### src/rtl/ps2_pkg.sv
// rtl/ps2_pkg.sv - shared constants, action table and frame FSM states for the PS/2 decoder
`timescale 1ns/1ps
package ps2_pkg;

  localparam logic [7:0] EXT_CODE = 8'hE0;
  localparam logic [7:0] BRK_CODE = 8'hF0;

  typedef struct packed {
    logic       ext;
    logic [7:0] code;
  } action_key_t;

  // Row k drives acoes[k]; only the first N_ACTIONS rows are used.
  localparam action_key_t ACTION_TABLE [8] = '{
    '{ext: 1'b1, code: 8'h75},
    '{ext: 1'b1, code: 8'h6B},
    '{ext: 1'b1, code: 8'h72},
    '{ext: 1'b1, code: 8'h74},
    '{ext: 1'b0, code: 8'h5A},
    '{ext: 1'b0, code: 8'h29},
    '{ext: 1'b0, code: 8'h76},
    '{ext: 1'b0, code: 8'h1D}
  };

  typedef enum logic [1:0] {
    ST_IDLE,
    ST_DATA,
    ST_PARITY,
    ST_STOP
  } frame_state_t;

  function automatic logic key_match(input action_key_t entry, input logic ext,
                                     input logic [7:0] code);
    return (entry.ext == ext) && (entry.code == code);
  endfunction

endpackage

### src/rtl/ps2_frame_rx.sv
// rtl/ps2_frame_rx.sv - PS/2 pin conditioning and 11-bit frame receiver with timeout
`timescale 1ns/1ps
module ps2_frame_rx
  import ps2_pkg::*;
#(
  parameter int FILTER_LEN  = 8,
  parameter int TIMEOUT_CYC = 50000
) (
  input  logic       clock,
  input  logic       reset,
  input  logic       ps2_clk,
  input  logic       ps2_data,
  output logic [7:0] rx_byte,
  output logic       byte_good,
  output logic       parity_err,
  output logic       frame_err
);

  localparam int FW = $clog2(FILTER_LEN + 1);
  localparam int TW = $clog2(TIMEOUT_CYC + 1);
  localparam logic [FW-1:0] FL_MAX = FW'(FILTER_LEN - 1);
  localparam logic [TW-1:0] TO_MAX = TW'(TIMEOUT_CYC - 1);

  logic [1:0]    clk_sync;
  logic [1:0]    data_sync;
  logic          filt_clk;
  logic [FW-1:0] flt_cnt;
  logic          fall_stb;

  frame_state_t  state;
  logic [2:0]    bit_cnt;
  logic [7:0]    shift;
  logic          par_bit;
  logic [TW-1:0] to_cnt;

  wire data_s = data_sync[1];

  // Pins idle high, so the synchronisers and the filter reset to 1.
  always_ff @(posedge clock or negedge reset) begin
    if (!reset) begin
      clk_sync  <= 2'b11;
      data_sync <= 2'b11;
      filt_clk  <= 1'b1;
      flt_cnt   <= '0;
      fall_stb  <= 1'b0;
    end else begin
      clk_sync  <= {clk_sync[0], ps2_clk};
      data_sync <= {data_sync[0], ps2_data};
      fall_stb  <= 1'b0;
      if (clk_sync[1] != filt_clk) begin
        if (flt_cnt == FL_MAX) begin
          filt_clk <= clk_sync[1];
          flt_cnt  <= '0;
          fall_stb <= filt_clk;
        end else begin
          flt_cnt <= flt_cnt + 1'b1;
        end
      end else begin
        flt_cnt <= '0;
      end
    end
  end

  always_ff @(posedge clock or negedge reset) begin
    if (!reset) begin
      state      <= ST_IDLE;
      bit_cnt    <= '0;
      shift      <= '0;
      par_bit    <= 1'b0;
      to_cnt     <= '0;
      rx_byte    <= '0;
      byte_good  <= 1'b0;
      parity_err <= 1'b0;
      frame_err  <= 1'b0;
    end else begin
      byte_good  <= 1'b0;
      parity_err <= 1'b0;
      frame_err  <= 1'b0;

      if (fall_stb || state == ST_IDLE) to_cnt <= '0;
      else                              to_cnt <= to_cnt + 1'b1;

      case (state)
        ST_IDLE: begin
          if (fall_stb && !data_s) begin
            state   <= ST_DATA;
            bit_cnt <= '0;
          end
        end
        ST_DATA: begin
          if (fall_stb) begin
            shift   <= {data_s, shift[7:1]};
            bit_cnt <= bit_cnt + 1'b1;
            if (bit_cnt == 3'd7) state <= ST_PARITY;
          end
        end
        ST_PARITY: begin
          if (fall_stb) begin
            par_bit <= data_s;
            state   <= ST_STOP;
          end
        end
        ST_STOP: begin
          if (fall_stb) begin
            state <= ST_IDLE;
            if (^{shift, par_bit} == 1'b0) parity_err <= 1'b1;
            else if (!data_s)              frame_err  <= 1'b1;
            else begin
              byte_good <= 1'b1;
              rx_byte   <= shift;
            end
          end
        end
        default: state <= ST_IDLE;
      endcase

      // A stalled frame is abandoned; the partial byte is simply never reported.
      if (state != ST_IDLE && !fall_stb && to_cnt == TO_MAX) begin
        state     <= ST_IDLE;
        frame_err <= 1'b1;
        to_cnt    <= '0;
      end
    end
  end

endmodule

### src/rtl/ps2_action_decoder.sv
// rtl/ps2_action_decoder.sv - PS/2 receiver with scan-code FIFO and held-key action decoder
`timescale 1ns/1ps
module ps2_action_decoder
  import ps2_pkg::*;
#(
  parameter int FIFO_DEPTH  = 8,
  parameter int N_ACTIONS   = 5,
  parameter int FILTER_LEN  = 8,
  parameter int TIMEOUT_CYC = 50000
) (
  input  logic                             clock,
  input  logic                             reset,
  input  logic                             ps2_clk,
  input  logic                             ps2_data,
  input  logic                             rd_en,
  output logic [7:0]                       scan_code,
  output logic                             scan_valid,
  output logic [$clog2(FIFO_DEPTH+1)-1:0]  fifo_count,
  output logic [N_ACTIONS-1:0]             acoes,
  output logic                             parity_err,
  output logic                             frame_err,
  output logic                             overflow
);

  localparam int AW = $clog2(FIFO_DEPTH);
  localparam int CW = $clog2(FIFO_DEPTH + 1);

  logic [7:0]    rx_byte;
  logic          byte_good;
  logic          rx_parity_err;
  logic          rx_frame_err;

  ps2_frame_rx #(
    .FILTER_LEN (FILTER_LEN),
    .TIMEOUT_CYC(TIMEOUT_CYC)
  ) u_rx (
    .clock     (clock),
    .reset     (reset),
    .ps2_clk   (ps2_clk),
    .ps2_data  (ps2_data),
    .rx_byte   (rx_byte),
    .byte_good (byte_good),
    .parity_err(rx_parity_err),
    .frame_err (rx_frame_err)
  );

  logic [7:0]    mem [FIFO_DEPTH];
  logic [AW-1:0] wr_ptr;
  logic [AW-1:0] rd_ptr;
  logic [CW-1:0] count;
  logic          ext;
  logic          brk;

  wire full    = (count == CW'(FIFO_DEPTH));
  wire do_pop  = rd_en && (count != '0);
  wire do_push = byte_good && (!full || do_pop);

  assign scan_valid = (count != '0);
  assign scan_code  = scan_valid ? mem[rd_ptr] : 8'h00;
  assign fifo_count = count;
  assign parity_err = rx_parity_err;
  assign frame_err  = rx_frame_err;

  always_ff @(posedge clock) begin
    if (do_push) mem[wr_ptr] <= rx_byte;
  end

  // Power-of-two depth lets the pointers wrap by natural overflow.
  always_ff @(posedge clock or negedge reset) begin
    if (!reset) begin
      wr_ptr   <= '0;
      rd_ptr   <= '0;
      count    <= '0;
      overflow <= 1'b0;
    end else begin
      overflow <= byte_good && full && !do_pop;
      if (do_push) wr_ptr <= wr_ptr + 1'b1;
      if (do_pop)  rd_ptr <= rd_ptr + 1'b1;
      if (do_push && !do_pop)      count <= count + 1'b1;
      else if (do_pop && !do_push) count <= count - 1'b1;
    end
  end

  // The decoder tracks every good byte even when the FIFO has to drop it.
  always_ff @(posedge clock or negedge reset) begin
    if (!reset) begin
      ext   <= 1'b0;
      brk   <= 1'b0;
      acoes <= '0;
    end else if (byte_good) begin
      if (rx_byte == EXT_CODE) begin
        ext <= 1'b1;
      end else if (rx_byte == BRK_CODE) begin
        brk <= 1'b1;
      end else begin
        for (int k = 0; k < N_ACTIONS; k++) begin
          if (key_match(ACTION_TABLE[k], ext, rx_byte)) acoes[k] <= !brk;
        end
        ext <= 1'b0;
        brk <= 1'b0;
      end
    end else if (rx_parity_err || rx_frame_err) begin
      ext <= 1'b0;
      brk <= 1'b0;
    end
  end

endmodule

### config.mk
export PLATFORM = sky130hd
export DESIGN_NAME = ps2_action_decoder
export DESIGN_NICKNAME = d
export VERILOG_FILES = /design/src/rtl/ps2_pkg.sv /design/src/rtl/ps2_frame_rx.sv /design/src/rtl/ps2_action_decoder.sv
export SDC_FILE = /design/constraint.sdc
export NUM_CORES = 1
export LEC_CHECK = 0
export CAP_MARGIN = 5
export CORE_UTILIZATION = 46
export CTS_CLUSTER_SIZE = 12
export DETAILED_ROUTE_END_ITERATION = 8
export GPL_TIMING_DRIVEN = 1
export SKIP_CTS_REPAIR_TIMING = 1
export SKIP_LAST_GASP = 1
export SLEW_MARGIN = 20
export SYNTH_ARGS = -nofsm -noshare
export SYNTH_HDL_FRONTEND = slang
export SYNTH_SLANG_ARGS = --single-unit
### constraint.sdc
create_clock -name clock -period 6.1 [get_ports clock]
set_input_delay 0.61 -clock clock [delete_from_list [all_inputs] [get_ports clock]]
set_output_delay 0.61 -clock clock [all_outputs]
set_load 0.01 [all_outputs]
**Yosys cells after proc, flatten, opt, wreduce, memory -nomap -nowiden**

Memory sizes are Yosys's and may differ from the RTL's.
Index checks and enable logic that the tools add are counted.

- Add/sub/neg operators: 7
- $mul: 0
- Div/mod/pow operators: 0
- Magnitude comparators: 0
- Eq/ne operators: 24
- Shifts and indexed selects: 0
- Multiplexer cells: 40
- Bitwise operators: 3
- Reductions and logical operators: 43

Operators with widths:

| kind | count |
|---|---|
| $eq A7 B8 Y1 const A | 5 |
| $mux W16 | 2 |
| $reduce_and A4 Y1 | 6 |
| $mux W1 | 23 |
| $add A16 B1 Y16 const B | 1 |
| $eq A16 B16 Y1 const B | 1 |
| $eq A8 B8 Y1 const B | 2 |
| $mux W4 | 4 |
| $logic_and A1 B1 Y1 | 14 |
| $mux W2 | 6 |
| $ne A3 B1 Y1 const B | 4 |
| $reduce_and A2 Y1 | 5 |
| $add A3 B1 Y3 const B | 3 |
| $reduce_xor A9 Y1 | 1 |
| $add A4 B1 Y4 const B | 2 |
| $mux W8 | 1 |
| $pmux W2 S4 | 1 |
| $reduce_bool A2 Y1 | 4 |
| $logic_not A1 Y1 | 6 |
| $mux W3 | 2 |
| $ne A3 B3 Y1 const B | 2 |
| $pmux W3 S2 | 1 |
| $reduce_and A5 Y1 | 1 |
| $eq A2 B2 Y1 const B | 2 |
| 13 further kinds | 18 |

- Bits in registers: 69
- Latch bits: 0
- Bits in writable memories: 64
- Memory bits (read-only): 0
- Output and inout bits: 21
- Memories: 1

Memories:

| name | depth | width | rd ports | clocked after memory_dff | write ports | line | RTL |
|---|---|---|---|---|---|---|---|
| mem | 8 | 8 | 1 | 0 | 1 | ps2_action_decoder.sv:47 | `logic [7:0] mem [FIFO_DEPTH];` |

**Depth between registers and ports, before layout**

Gate-level depths: netlist of run 1.

- Depth after elaboration: 8
- Mapped depth: 12
- Mapped depth without buffers: 11

**Modules after synthesis**

From an unflattened synthesis of run 1, not the netlist that was laid out.

- Cells, all modules: 387
- Area, all modules: 5796.8 sq um

Modules (own cells, without submodules):

| module | times used | cells each | area an instance (sq um) | sequential area each (sq um) |
|---|---|---|---|---|
| ps2_action_decoder | 1 | 198 | 3469.6 | 2372.3 |
| ps2_frame_rx | 1 | 189 | 2327.2 | 1282.5 |

**Worst setup path after synthesis of run 1**

No wires, ideal clock.

- Path kind: register -> register
- Start: register count[1] (netlist: fifo_count[1])
- End: register count[3] (netlist: fifo_count[3])
- Setup time: 0.129 ns
- Arrival time: 2.572 ns
- Required time: 5.971 ns
- Slack: 3.400 ns
- Cell stages (with the launch flop): 12
- Path buffers: 0
- Path through: dfrtp_1 > nor4_2 > inv_1 > nand2_1 > ha_1 > inv_1 > ha_1 > a21o_1 > a21oi_1 > xnor2_1 > nor2_1 > xor2_1

- Cells in the longest elaborated chain, start to end: 7

RTL lines:

| item | line | RTL |
|---|---|---|
| start, declared | ps2_action_decoder.sv:50 | `logic [CW-1:0] count;` |
| start signal, assigned | ps2_action_decoder.sv:79 | `if (do_push && !do_pop) count <= count + 1'b1;` |
| start signal, assigned | ps2_action_decoder.sv:80 | `else if (do_pop && !do_push) count <= count - 1'b1;` |
| $reduce_bool A4 Y1 * | -- |  |
| via scan_valid | ps2_action_decoder.sv:17 | `output logic scan_valid,` |
| $logic_and A1 B1 Y1 * | ps2_action_decoder.sv:55 | `wire do_pop = rd_en && (count != '0);` |
| $logic_or A1 B1 Y1 | ps2_action_decoder.sv:56 | `wire do_push = byte_good && (!full \|\| do_pop);` |
| $logic_and A1 B1 Y1 | ps2_action_decoder.sv:56 |  |
| $logic_not A1 Y1 | ps2_action_decoder.sv:80 |  |
| $logic_and A1 B1 Y1 | ps2_action_decoder.sv:80 |  |
| $reduce_bool A2 Y1 (no line) | -- |  |

Mark *: on every way through the listed nets, which the timed path passes. The rest lies on a longest branch. The select of a mux whose other input is x is not followed.
A chain may end at the register's enable or synchronous reset.

**Worst setup path after layout of run 1**

- Start: register rd_ptr[0]
- End: output scan_code[5]

- Cells in the longest elaborated chain, start to end: 2

RTL lines:

| item | line | RTL |
|---|---|---|
| start, declared | ps2_action_decoder.sv:49 | `logic [AW-1:0] rd_ptr;` |
| start signal, assigned | ps2_action_decoder.sv:78 | `if (do_pop) rd_ptr <= rd_ptr + 1'b1;` |
| $mem_v2 Z8 W8 | -- |  |
| $mux W8 | ps2_action_decoder.sv:59 | `assign scan_code = scan_valid ? mem[rd_ptr] : 8'h00;` |
| end, declared | ps2_action_decoder.sv:16 | `output logic [7:0] scan_code,` |

Every way passes these cells.

==> results.sh, run 1 <==
export IMPL_synth_ff_type="edfxtp_1"
export IMPL_end_kind="output pin"
export IMPL_finalNonFillerCells=628
export IMPL_outcome="finished clean"
export IMPL_wl_per_cell_um=15.76
export IMPL_dp_cells=596
export IMPL_r2r_setup_slack_ps=3270
export IMPL_crit_type="register to output pin"
export IMPL_cp_slowest_cell="dfrtp_2"
export IMPL_cp_endpoint="scan_code[5]"
export IMPL_r2r_end="fifo_count[3]$_DFFE_PN0P_"
export IMPL_overflow=0
export IMPL_cts_buffers=17
export IMPL_gp_congestion=0.7203
export IMPL_relSlewSlack_pct=31.28
export IMPL_cp_cell_sequence="mux4_2 > mux2i_1 > nor2_1 > clkdlybuf4s50_1"
export IMPL_multi_input_area_sq_mm=0.001992
export IMPL_fill_cells=999
export IMPL_clock_sinks=133
export IMPL_drive_gt1_share_pct=15.65
export IMPL_hold_depth=0
export IMPL_cts_max_level=4
export IMPL_clockBufferDepth=2
export IMPL_ys_seq_area_share_pct=63.79
export IMPL_crit_cells=4
export IMPL_core_rowCount=40
export IMPL_grt_max_degree=70
export IMPL_crit_family="multiplexers"
export IMPL_synth_edf_count=64
export IMPL_synth_area_sq_mm=0.005729
export IMPL_syn_area_per_cell_sq_um=14.01
export IMPL_power_leakage_nw=2.766
export IMPL_tns_ps=0
export IMPL_finalCriticalPeriod_ps=3094
export IMPL_portBuffers=25
export IMPL_area_growth_pct=16.73
export IMPL_min_period_over_period_pct=50.72
export IMPL_startpoint_type="register"
export IMPL_synthArstFlopShare_pct=51.88
export IMPL_setup_viol=0
export IMPL_r2r_start="fifo_count[1]$_DFFE_PN0P_"
export IMPL_slew_viol_final=0
export IMPL_final_nets=466
export IMPL_drtAntennaViolNets=0
export IMPL_coreArea_sq_mm=0.01206
export IMPL_clk_pin_slew_ps=50
export IMPL_wirelength_mm=9.900
export IMPL_grtUsageTotal_pct=17.43
export IMPL_drt_initial_drc_count=130
export IMPL_fp_dieW_um=113.6
export IMPL_yosys_cell_types_count=46
export IMPL_antenna_found_initial=0
export IMPL_syn_inst=409
export IMPL_ir_drop_mv=0.1746
export IMPL_ys_top_cells_by_count="64 x dfrtp_1, 64 x edfxtp_1, 49 x nand2_1"
export IMPL_place_hpwl_mm=6.344
export IMPL_reg2regPathDepth=11
export IMPL_tightest_slew_ps=1027
export IMPL_vias=3156
export IMPL_powerDensity_mw_per_mm2=284.4
export IMPL_max_stage_delay_ps=740
export IMPL_clockRootBuffer="clkbuf_16"
export IMPL_synth_nets=428
export IMPL_cp_arrival_ps=2480
export IMPL_fmax_mhz=323.2
export IMPL_yosysTopAreaCellShare_pct=33.54
export IMPL_regArea_sq_mm=0.003656
export IMPL_finish_utilization_pct=55.45
export IMPL_hold_violations=0
export IMPL_path_buf_inv=1
export IMPL_yosysWarnings=0
export IMPL_ios=26
export IMPL_diodes=0
export IMPL_drc=0
export IMPL_synth_area_leader_cell="edfxtp_1"
export IMPL_viasPerCell=5.025
export IMPL_worstPathMaxFanout=18
export IMPL_drv_cap=0
export IMPL_first_global_vias=3235
export IMPL_worst_ep_required_time_ps=5490
export IMPL_hold_path_class="register to register"
export IMPL_die_area_sq_mm=0.01291
export IMPL_synthTopCellsByArea="edfxtp_1 34%, dfrtp_1 28%, mux4_2 6.3%"
export IMPL_die_y_um=113.6
export IMPL_grt_first_pass_wirelength_mm=16.61
export IMPL_ys_ff_latch=133
export IMPL_skew_ps=8.846
export IMPL_rsz0062_at_grt="false"
export IMPL_clock_latency_ps=410
export IMPL_start_util_pct=47.50
export IMPL_dr_pass1_iters=4
export IMPL_worstSetupStartpoint="rd_ptr[0]$_DFFE_PN0N_"
export IMPL_cts_tree="built"
-- cell usage in the layout (no fill, tap or decap), drive strengths merged, types with 3 or more instances in the layout --
cell           synthesis  final
clkdlybuf4s50          0     24
nand2b                 6      6
a21oi                  4      4
xnor2                 20     20
nor4b                  3      3
edfxtp                64     64
mux4                  16     16
buf                    5      4
clkinv                 0      8
nand3b                 4      4
nand4                  5      5
a21o                   3      3
o31ai                  4      4
o21ai                  7      7
mux2i                  9      9
nor3                   7      7
ha                    13     13
inv                    9      9
o2bb2ai                3      3
and3                   3      3
xor2                  10     10
nand2                 50     50
dfrtp                 64     64
dfstp                  5      5
nor3b                  4      4
nor2                  44     44
mux2                  15     15
nor2b                  4      4
nand3                 11     11
clkbuf                 4     21
-- worst reg2reg max path: cells and delay by family, from the launching register on --
kind	cells	cell delay, ps
flops	1	470
simple gates	3	900
buf+inv	2	260
fa+ha+maj	2	470
xor+xnor	2	270
compound gates	2	340
-- flip-flops by register name, summed over array words and instances, names as in the netlist, 2 cells and up --
| name | count |
|---|---|
| u_rx.shift | 8 |
| u_rx.state | 2 |
| fifo_count | 4 |
| rd_ptr | 3 |
| u_rx.rx_byte | 8 |
| mem | 64 |
| u_rx.data_sync | 2 |
| u_rx.bit_cnt | 3 |
| acoes | 5 |
| wr_ptr | 3 |
| u_rx.flt_cnt | 4 |
| u_rx.clk_sync | 2 |
| u_rx.to_cnt | 16 |
-- routing by layer --
metal	vias to the layer above	global-route usage [%]	wire length (um)
li1	1548	-	-
met1	1568	22.23	4622
met2	30	28.58	4932
met3	10	4.463	222
met4	0	7.105	123
met5	-	0	0
-- worst min path at each step --
stage	start	end	slack [ps]
after floorplan	reset	acoes[0]$_DFFE_PN0P_	310
after global placement	u_rx.clk_sync[0]$_DFF_PN1_	u_rx.clk_sync[1]$_DFF_PN1_	350
after detailed placement	u_rx.clk_sync[0]$_DFF_PN1_	u_rx.clk_sync[1]$_DFF_PN1_	350
after CTS	u_rx.clk_sync[0]$_DFF_PN1_	u_rx.clk_sync[1]$_DFF_PN1_	360
after global routing	u_rx.data_sync[0]$_DFF_PN1_	u_rx.data_sync[1]$_DFF_PN1_	360
final	u_rx.data_sync[0]$_DFF_PN1_	u_rx.data_sync[1]$_DFF_PN1_	360
-- logic make-up after synthesis --
logic type / count (synthesis) / share of synthesized area [%]
AO/OA/AOI/OAI: 24 / 2.795
XOR/XNOR: 31 / 4.979
adder cells (fa/ha/maj): 14 / 3.189
buffers and inverters: 18 / 1.594
flip-flops: 133 / 63.79
multiplexers: 40 / 10.81
AND/OR/NAND/NOR: 149 / 12.84
-- power by group --
group	switching [mW]	total (mW)	leakage (nW)	internal, mW
combinational	0.0205	0.0369	0.827	0.0165
sequential	0.00896	0.959	1.69	0.950
clock	0.353	0.906	0.251	0.553
-- through the flow --
step | worst slack (ps) | power (mW) | hold WS (ps) | cell area [sq um]
after floorplan | 3400 | 0.9969 | 314.4 | 5729
after global placement | 2841 | 1.013 | 345.6 | 6150
after detailed placement | 3021 | 1.014 | 350.4 | 6158
after CTS | 2584 | 1.923 | 358.5 | 6686
after global routing | 2838 | 1.973 | 362.3 | 6688
final | 3006 | 1.902 | 357.4 | 6688
-- layout make-up --
cell class | count | share of cell area [%]
clock buffer | 21 | 6.586
sequential | 133 | 54.67
inverter | 9 | 0.5051
timing repair buffer | 28 | 4.004
clock inverter | 11 | 1.310
multi-input combinational | 258 | 29.78
tap | 168 | 3.143
(Power assumes the default switching activity.)
==> inputs of run 2 (changes only) <==
--- a/config.mk
+++ b/config.mk
@@ -10,6 +10,7 @@
 export CTS_CLUSTER_SIZE = 12
 export DETAILED_ROUTE_END_ITERATION = 8
 export GPL_TIMING_DRIVEN = 1
+export PLACE_DENSITY = 0.66
 export SKIP_CTS_REPAIR_TIMING = 1
 export SKIP_LAST_GASP = 1
 export SLEW_MARGIN = 20
==> constraint.sdc (replaced) <==
create_clock -name clock -period 2.7 [get_ports clock]
set_input_delay 0.27 -clock clock [delete_from_list [all_inputs] [get_ports clock]]
set_output_delay 0.27 -clock clock [all_outputs]
set_load 0.01 [all_outputs]
==> run 2 against run 1 <==
  * Total power up 130%
  * Via count is 4.4% higher
  * Count of clock-buffer cells in the layout decreased by 3
  * Non-clock buffer count increased by 18
  * Register-to-register slack worse by 3000 ps
  * Cell count grew 2.7%
  * Critical path depth up 1
  * Clock skew increased by 2.8 ps
  * Global-route usage grew 0.36 points
  * Setup slack worse by 2800 ps
  * Die area stayed put
  * Critical endpoint is now scan_code[7]
==> results.sh, run 2 (synthesized netlist as in run 1, its figures left out) <==
export IMPL_finish_utilization_pct=57.11
export IMPL_clk_pin_slew_ps=60
export IMPL_cp_slowest_cell="mux4_2"
export IMPL_netSwitchingPower_mw=0.9024
export IMPL_start_util_pct=47.50
export IMPL_gp_congestion=0.7831
export IMPL_clock_sinks=133
export IMPL_end_kind="output pin"
export IMPL_drv_cap=0
export IMPL_clockRootBuffer="clkbuf_16"
export IMPL_rsz0062_at_grt="false"
export IMPL_grt_first_pass_wirelength_mm=16.92
export IMPL_outcome="finished clean"
export IMPL_cts_buffers=17
export IMPL_slew_viol_final=0
export IMPL_path_buf_inv=2
export IMPL_wirelength_mm=10.24
export IMPL_clockBufferDepth=2
export IMPL_crit_type="register to output pin"
export IMPL_tns_ps=0
export IMPL_coreArea_sq_mm=0.01206
export IMPL_regMostFlops="mem"
export IMPL_setup_viol=0
export IMPL_wl_met3_um=384
export IMPL_p_int_mw=3.533
export IMPL_worst_ep_required_time_ps=2430
export IMPL_cp_arrival_ps=2260
export IMPL_drt_initial_drc_count=148
export IMPL_ios=26
export IMPL_power_leakage_nw=2.871
export IMPL_relSlewSlack_pct=60.37
export IMPL_top_layer="met4"
export IMPL_first_global_vias=3342
export IMPL_dr_pass1_iters=4
export IMPL_area_growth_pct=20.22
export IMPL_max_stage_delay_ps=480
export IMPL_hold_path_class="input pin to register"
export IMPL_drc=0
export IMPL_cts_max_level=4
export IMPL_drtAntennaViolNets=0
export IMPL_die_area_sq_mm=0.01291
export IMPL_powerDensity_mw_per_mm2=644.0
export IMPL_fmax_mhz=395.8
export IMPL_viasPerCell=5.107
export IMPL_diodes=0
export IMPL_die_y_um=113.6
export IMPL_crit_family="multiplexers"
export IMPL_cts_tree="built"
export IMPL_hold_violations=0
export IMPL_vias=3294
export IMPL_reg_top3="mem x64, u_rx.to_cnt x16"
export IMPL_core_rowCount=40
export IMPL_worst_slack_ps=173.3
export IMPL_antenna_found_initial=0
export IMPL_dr_wl_met2_mm=5.039
export IMPL_largest_reg_flops=64
export IMPL_grtUsageTotal_pct=17.80
export IMPL_clockPowerShare_pct=49.2
export IMPL_finalCriticalPeriod_ps=2527
export IMPL_mostFrequentLayoutCells="64 x edfxtp_1, 62 x dfrtp_1, 49 x nand2_1, 43 x nor2_1, 24 x clkdlybuf4s50_1"
export IMPL_m1WireLength_mm=4.711
export IMPL_power_frac_seq_pct=48.9
export IMPL_p_sw_share_pct=20.34
export IMPL_pwr_share_comb_pct=2.0
export IMPL_overflow=0
export IMPL_worstPathMaxFanout=4
export IMPL_place_hpwl_mm=6.901
export IMPL_place_ws_ps=202.5
export IMPL_fp_dieW_um=113.6
export IMPL_startpoint_type="register"
export IMPL_wl_per_cell_um=15.87
export IMPL_cp_cell_sequence="buf_12 > mux4_2 > mux2i_1 > nor2_1 > clkdlybuf4s50_1"
export IMPL_portBuffers=25
export IMPL_min_period_over_period_pct=93.58
export IMPL_final_nets=484
export IMPL_tightest_slew_ps=594.4
export IMPL_skew_ps=11.69
export IMPL_clock_latency_ps=410
export IMPL_ir_drop_mv=0.4384
export IMPL_grt_max_degree=30
export IMPL_mostFrequentLayoutCell="edfxtp_1"
export IMPL_drive_gt1_share_pct=19.71
[run 2: metal layers]
metal | vias up | track usage (%)
met3 | 11 | 4.516
li1 | 1589 | -
met2 | 58 | 28.37
met1 | 1636 | 23.51
met4 | 0 | 7.105
met5 | - | 0
[run 2: area by class of cell]
type                    count  area, sq um
inverters                   9        33.78
fillers                   983         5174
clock buffers              18        429.2
multi-input cells         258         1992
repair buffers             46        430.4
flip-flops and latches    133         3657
clock inverters            13        135.1
well taps                 168        210.2
[run 2: worst paths after layout]
path | startpoint | to | slack [ps] | cells after the start
max in group asynchronous | reset | u_rx.data_sync[0]$_DFF_PN1_ | 1530 | 3
setup / recovery | rd_ptr[0]$_DFFE_PN0N_ | scan_code[7] | 170 | 5
hold reg to reg | u_rx.data_sync[0]$_DFF_PN1_ | u_rx.data_sync[1]$_DFF_PN1_ | 350 | 0
hold / removal | ps2_clk | u_rx.clk_sync[0]$_DFF_PN1_ | 270 | 1
setup reg to reg | fifo_count[1]$_DFFE_PN0P_ | fifo_count[3]$_DFFE_PN0P_ | 290 | 11
min in group asynchronous | reset | u_rx.flt_cnt[2]$_DFF_PN0_ | 370 | 2
[run 2: worst reg2reg max path: cells and delay by family, from the launching register on]
family / cells / cell delay, ps
flops: 1 / 470
buf+inv: 2 / 200
simple gates: 3 / 520
compound gates: 2 / 340
fa+ha+maj: 2 / 490
xor+xnor: 2 / 270
[run 2: per-stage QoR]
step	hold WS, ps	power [mW]	instance area [sq um]	instances
floorplan	-25.59	2.252	5738	409
global placement	273.0	2.288	6291	612
detailed placement	269.7	2.295	6291	612
CTS	-169.8	4.480	6855	643
global route	255.4	4.585	6888	645
finish	268.8	4.436	6888	645
[run 2: power by group through the flow]
stage                     Clock [mW]  Sequential [mW]  Combinational (mW)
after floorplan                    0             2.20              0.0514
after global placement             0             2.20              0.0841
after detailed placement           0             2.21              0.0885
after CTS                       2.22             2.17              0.0891
after global routing            2.31             2.17               0.102
final                           2.18             2.17              0.0876
==> inputs of run 3 (changes only) <==
--- a/config.mk
+++ b/config.mk
@@ -7,10 +7,10 @@
 export LEC_CHECK = 0
 export CAP_MARGIN = 5
 export CORE_UTILIZATION = 46
+export CTS_CLUSTER_DIAMETER = 150
 export CTS_CLUSTER_SIZE = 12
 export DETAILED_ROUTE_END_ITERATION = 8
 export GPL_TIMING_DRIVEN = 1
-export PLACE_DENSITY = 0.66
 export SKIP_CTS_REPAIR_TIMING = 1
 export SKIP_LAST_GASP = 1
 export SLEW_MARGIN = 20
==> constraint.sdc (replaced) <==
create_clock -name clock -period 2.34 [get_ports clock]
set_input_delay 0.234 -clock clock [delete_from_list [all_inputs] [get_ports clock]]
set_output_delay 0.234 -clock clock [all_outputs]
set_load 0.01 [all_outputs]
==> run 3 against run 2 <==
  * Sequential share of layout area decreased by 1.2 points
  * Non-clock buffer count is 9 higher
  * Global-route usage shrank 0.60 points
  * Critical path depth rose by 2
  * Design area increased by 2.3%
  * Combinational power increased by 16%
  * Clock skew down 6.1 ps
  * Total power grew 16%
  * Sequential cell count is the same
  * Count of clock-buffer cells in the layout did not move
  * Via count increased by 0.24%
  * Hold slack lost 42 ps
  * Critical path type unchanged
  * Highest routed layer unchanged
==> results.sh, run 3 (synthesized netlist as in run 1, its figures left out) <==
export IMPL_outcome="finished clean"
export IMPL_path_buf_inv=4
export IMPL_cts_buffers=17
export IMPL_grt_max_degree=30
export IMPL_grtUsageTotal_pct=17.20
export IMPL_hold_path_class="input pin to register"
export IMPL_mostFrequentLayoutCells="64 x edfxtp_1, 60 x dfrtp_1, 48 x nand2_1, 43 x nor2_1, 26 x buf_4"
export IMPL_end_kind="output pin"
export IMPL_clockRootBuffer="clkbuf_16"
export IMPL_crit_family="multiplexers"
export IMPL_rsz0062_at_grt="true"
export IMPL_start_util_pct=47.50
export IMPL_clockBufferDepth=2
export IMPL_final_nets=493
export IMPL_path_common_cell="buf_4"
export IMPL_mostFrequentLayoutCell="edfxtp_1"
export IMPL_reg_top3="mem x64, u_rx.to_cnt x16"
export IMPL_met1_usage_pct=21.07
export IMPL_stdcell_area_sq_mm=0.007046
export IMPL_reg2regPathDepth=5
export IMPL_grt_first_pass_wirelength_mm=16.48
export IMPL_hold_depth=1
export IMPL_worst_slack_ps=47.67
export IMPL_setup_viol=0
export IMPL_r2r_start="u_rx.to_cnt[0]$_DFF_PN0_"
export IMPL_die_area_sq_mm=0.01291
export IMPL_regArea_sq_mm=0.003660
export IMPL_diodes=0
export IMPL_drc=0
export IMPL_worstPathMaxFanout=6
export IMPL_finalCriticalPeriod_ps=2292
export IMPL_fill_cells=974
export IMPL_hold_violations=0
export IMPL_drive_gt1_share_pct=22.79
export IMPL_place_ws_ps=-8.739
export IMPL_finish_utilization_pct=58.41
export IMPL_crit_type="register to output pin"
export IMPL_power_leakage_nw=3.092
export IMPL_dpl_cell_area_sq_mm=0.006361
export IMPL_overflow=0
export IMPL_dr_pass1_iters=4
export IMPL_fmax_mhz=436.2
export IMPL_clock_latency_ps=410
export IMPL_r2r_end="u_rx.to_cnt[1]$_DFF_PN0_"
export IMPL_powerDensity_mw_per_mm2=732.6
export IMPL_min_period_over_period_pct=97.96
export IMPL_gp_congestion=0.7482
export IMPL_r2r_setup_slack_ps=130
export IMPL_drv_cap=0
export IMPL_vias=3302
export IMPL_multi_input_area_sq_mm=0.002024
export IMPL_drt_initial_drc_count=125
export IMPL_cts_max_level=4
export IMPL_wl_per_cell_um=14.94
export IMPL_portBuffers=25
export IMPL_viasPerCell=5.041
export IMPL_largest_reg_flops=64
export IMPL_startpoint_type="register"
export IMPL_whs_endpoint="u_rx.clk_sync[0]$_DFF_PN1_"
export IMPL_cp_slowest_cell="mux4_2"
export IMPL_cp_arrival_ps=2060
export IMPL_clock_sinks=133
export IMPL_grt_busiest_layer="met2"
export IMPL_place_hpwl_mm=6.808
export IMPL_slew_viol_final=0
export IMPL_clk_pin_slew_ps=60
export IMPL_tightest_slew_ps=669.5
export IMPL_cp_cell_sequence="buf_4 > buf_12 > buf_4 > mux4_2 > mux2i_1 > nor2_1 > dlymetal6s2s_1"
export IMPL_drtAntennaViolNets=0
export IMPL_ir_drop_mv=0.4694
export IMPL_regMostFlops="mem"
export IMPL_max_stage_delay_ps=510
export IMPL_skew_ps=5.555
export IMPL_antenna_found_initial=0
export IMPL_grtUsageMet3_pct=4.995
export IMPL_wirelength_mm=9.784
export IMPL_power_mw=5.162
export IMPL_first_global_vias=3234
export IMPL_min_from="ps2_clk"
export IMPL_fp_dieW_um=113.6
export IMPL_ios=26
export IMPL_die_y_um=113.6
export IMPL_worst_ep_required_time_ps=2110
export IMPL_cts_tree="built"
export IMPL_area_growth_pct=22.97
export IMPL_core_rowCount=40
export IMPL_gr_usage_met2_pct=28.54
export IMPL_coreArea_sq_mm=0.01206
export IMPL_relSlewSlack_pct=55.36
==> run 3: cell count changes in the layout (fill, tap and decap cells not counted), sizes merged, moves of 3 or more <==
cell           before  now
inv                10   13
buf                21   29
dlymetal6s2s        0    8
clkdlybuf4s50      24   16
clkinv              7    4
==> run 3: worst max-delay path by stage <==
stage	end	start	slack, ps	cells after the start
floorplan	fifo_count[3]$_DFFE_PN0P_	fifo_count[0]$_DFFE_PN0P_	3	11
global placement	fifo_count[3]$_DFFE_PN0P_	rd_en	80	11
detailed placement	fifo_count[3]$_DFFE_PN0P_	rd_en	-9	11
CTS	scan_code[2]	rd_ptr[0]$_DFFE_PN0N_	-110	5
global route	scan_code[6]	rd_ptr[0]$_DFFE_PN0N_	-60	7
finish	scan_code[6]	rd_ptr[0]$_DFFE_PN0N_	50	7
==> run 3: cell type report <==
type,count,area share [%]
Multi-Input combinational cell,258,28.73
Sequential cell,133,51.94
Clock inverter,14,2.167
Timing Repair Buffer,55,7.601
Tap cell,168,2.983
Clock buffer,18,6.091
Inverter,9,0.4795
==> run 3: routing by layer <==
metal	up-vias	wire, um
met5	-	0
met4	0	163
met3	13	260
met2	47	4982
met1	1630	4377
li1	1612	-
==> run 3: per-stage QoR <==
step	hold WS [ps]	TNS, ps	std cells
3_3_place_gp	303.6	0	616
2_1_floorplan	-61.59	0	409
5_1_grt	206.4	-162.7	655
6_report	226.9	0	655
3_5_place_dp	308.5	-8.739	616
4_1_cts	-135.1	-777.4	648
==> run 3: power by group <==
part	total [mW]	internal (mW)	switching (mW)	leakage (nW)
combinational	0.102	0.0470	0.0552	1.14
sequential	2.50	2.48	0.0239	1.68
clock	2.56	1.58	0.983	0.272
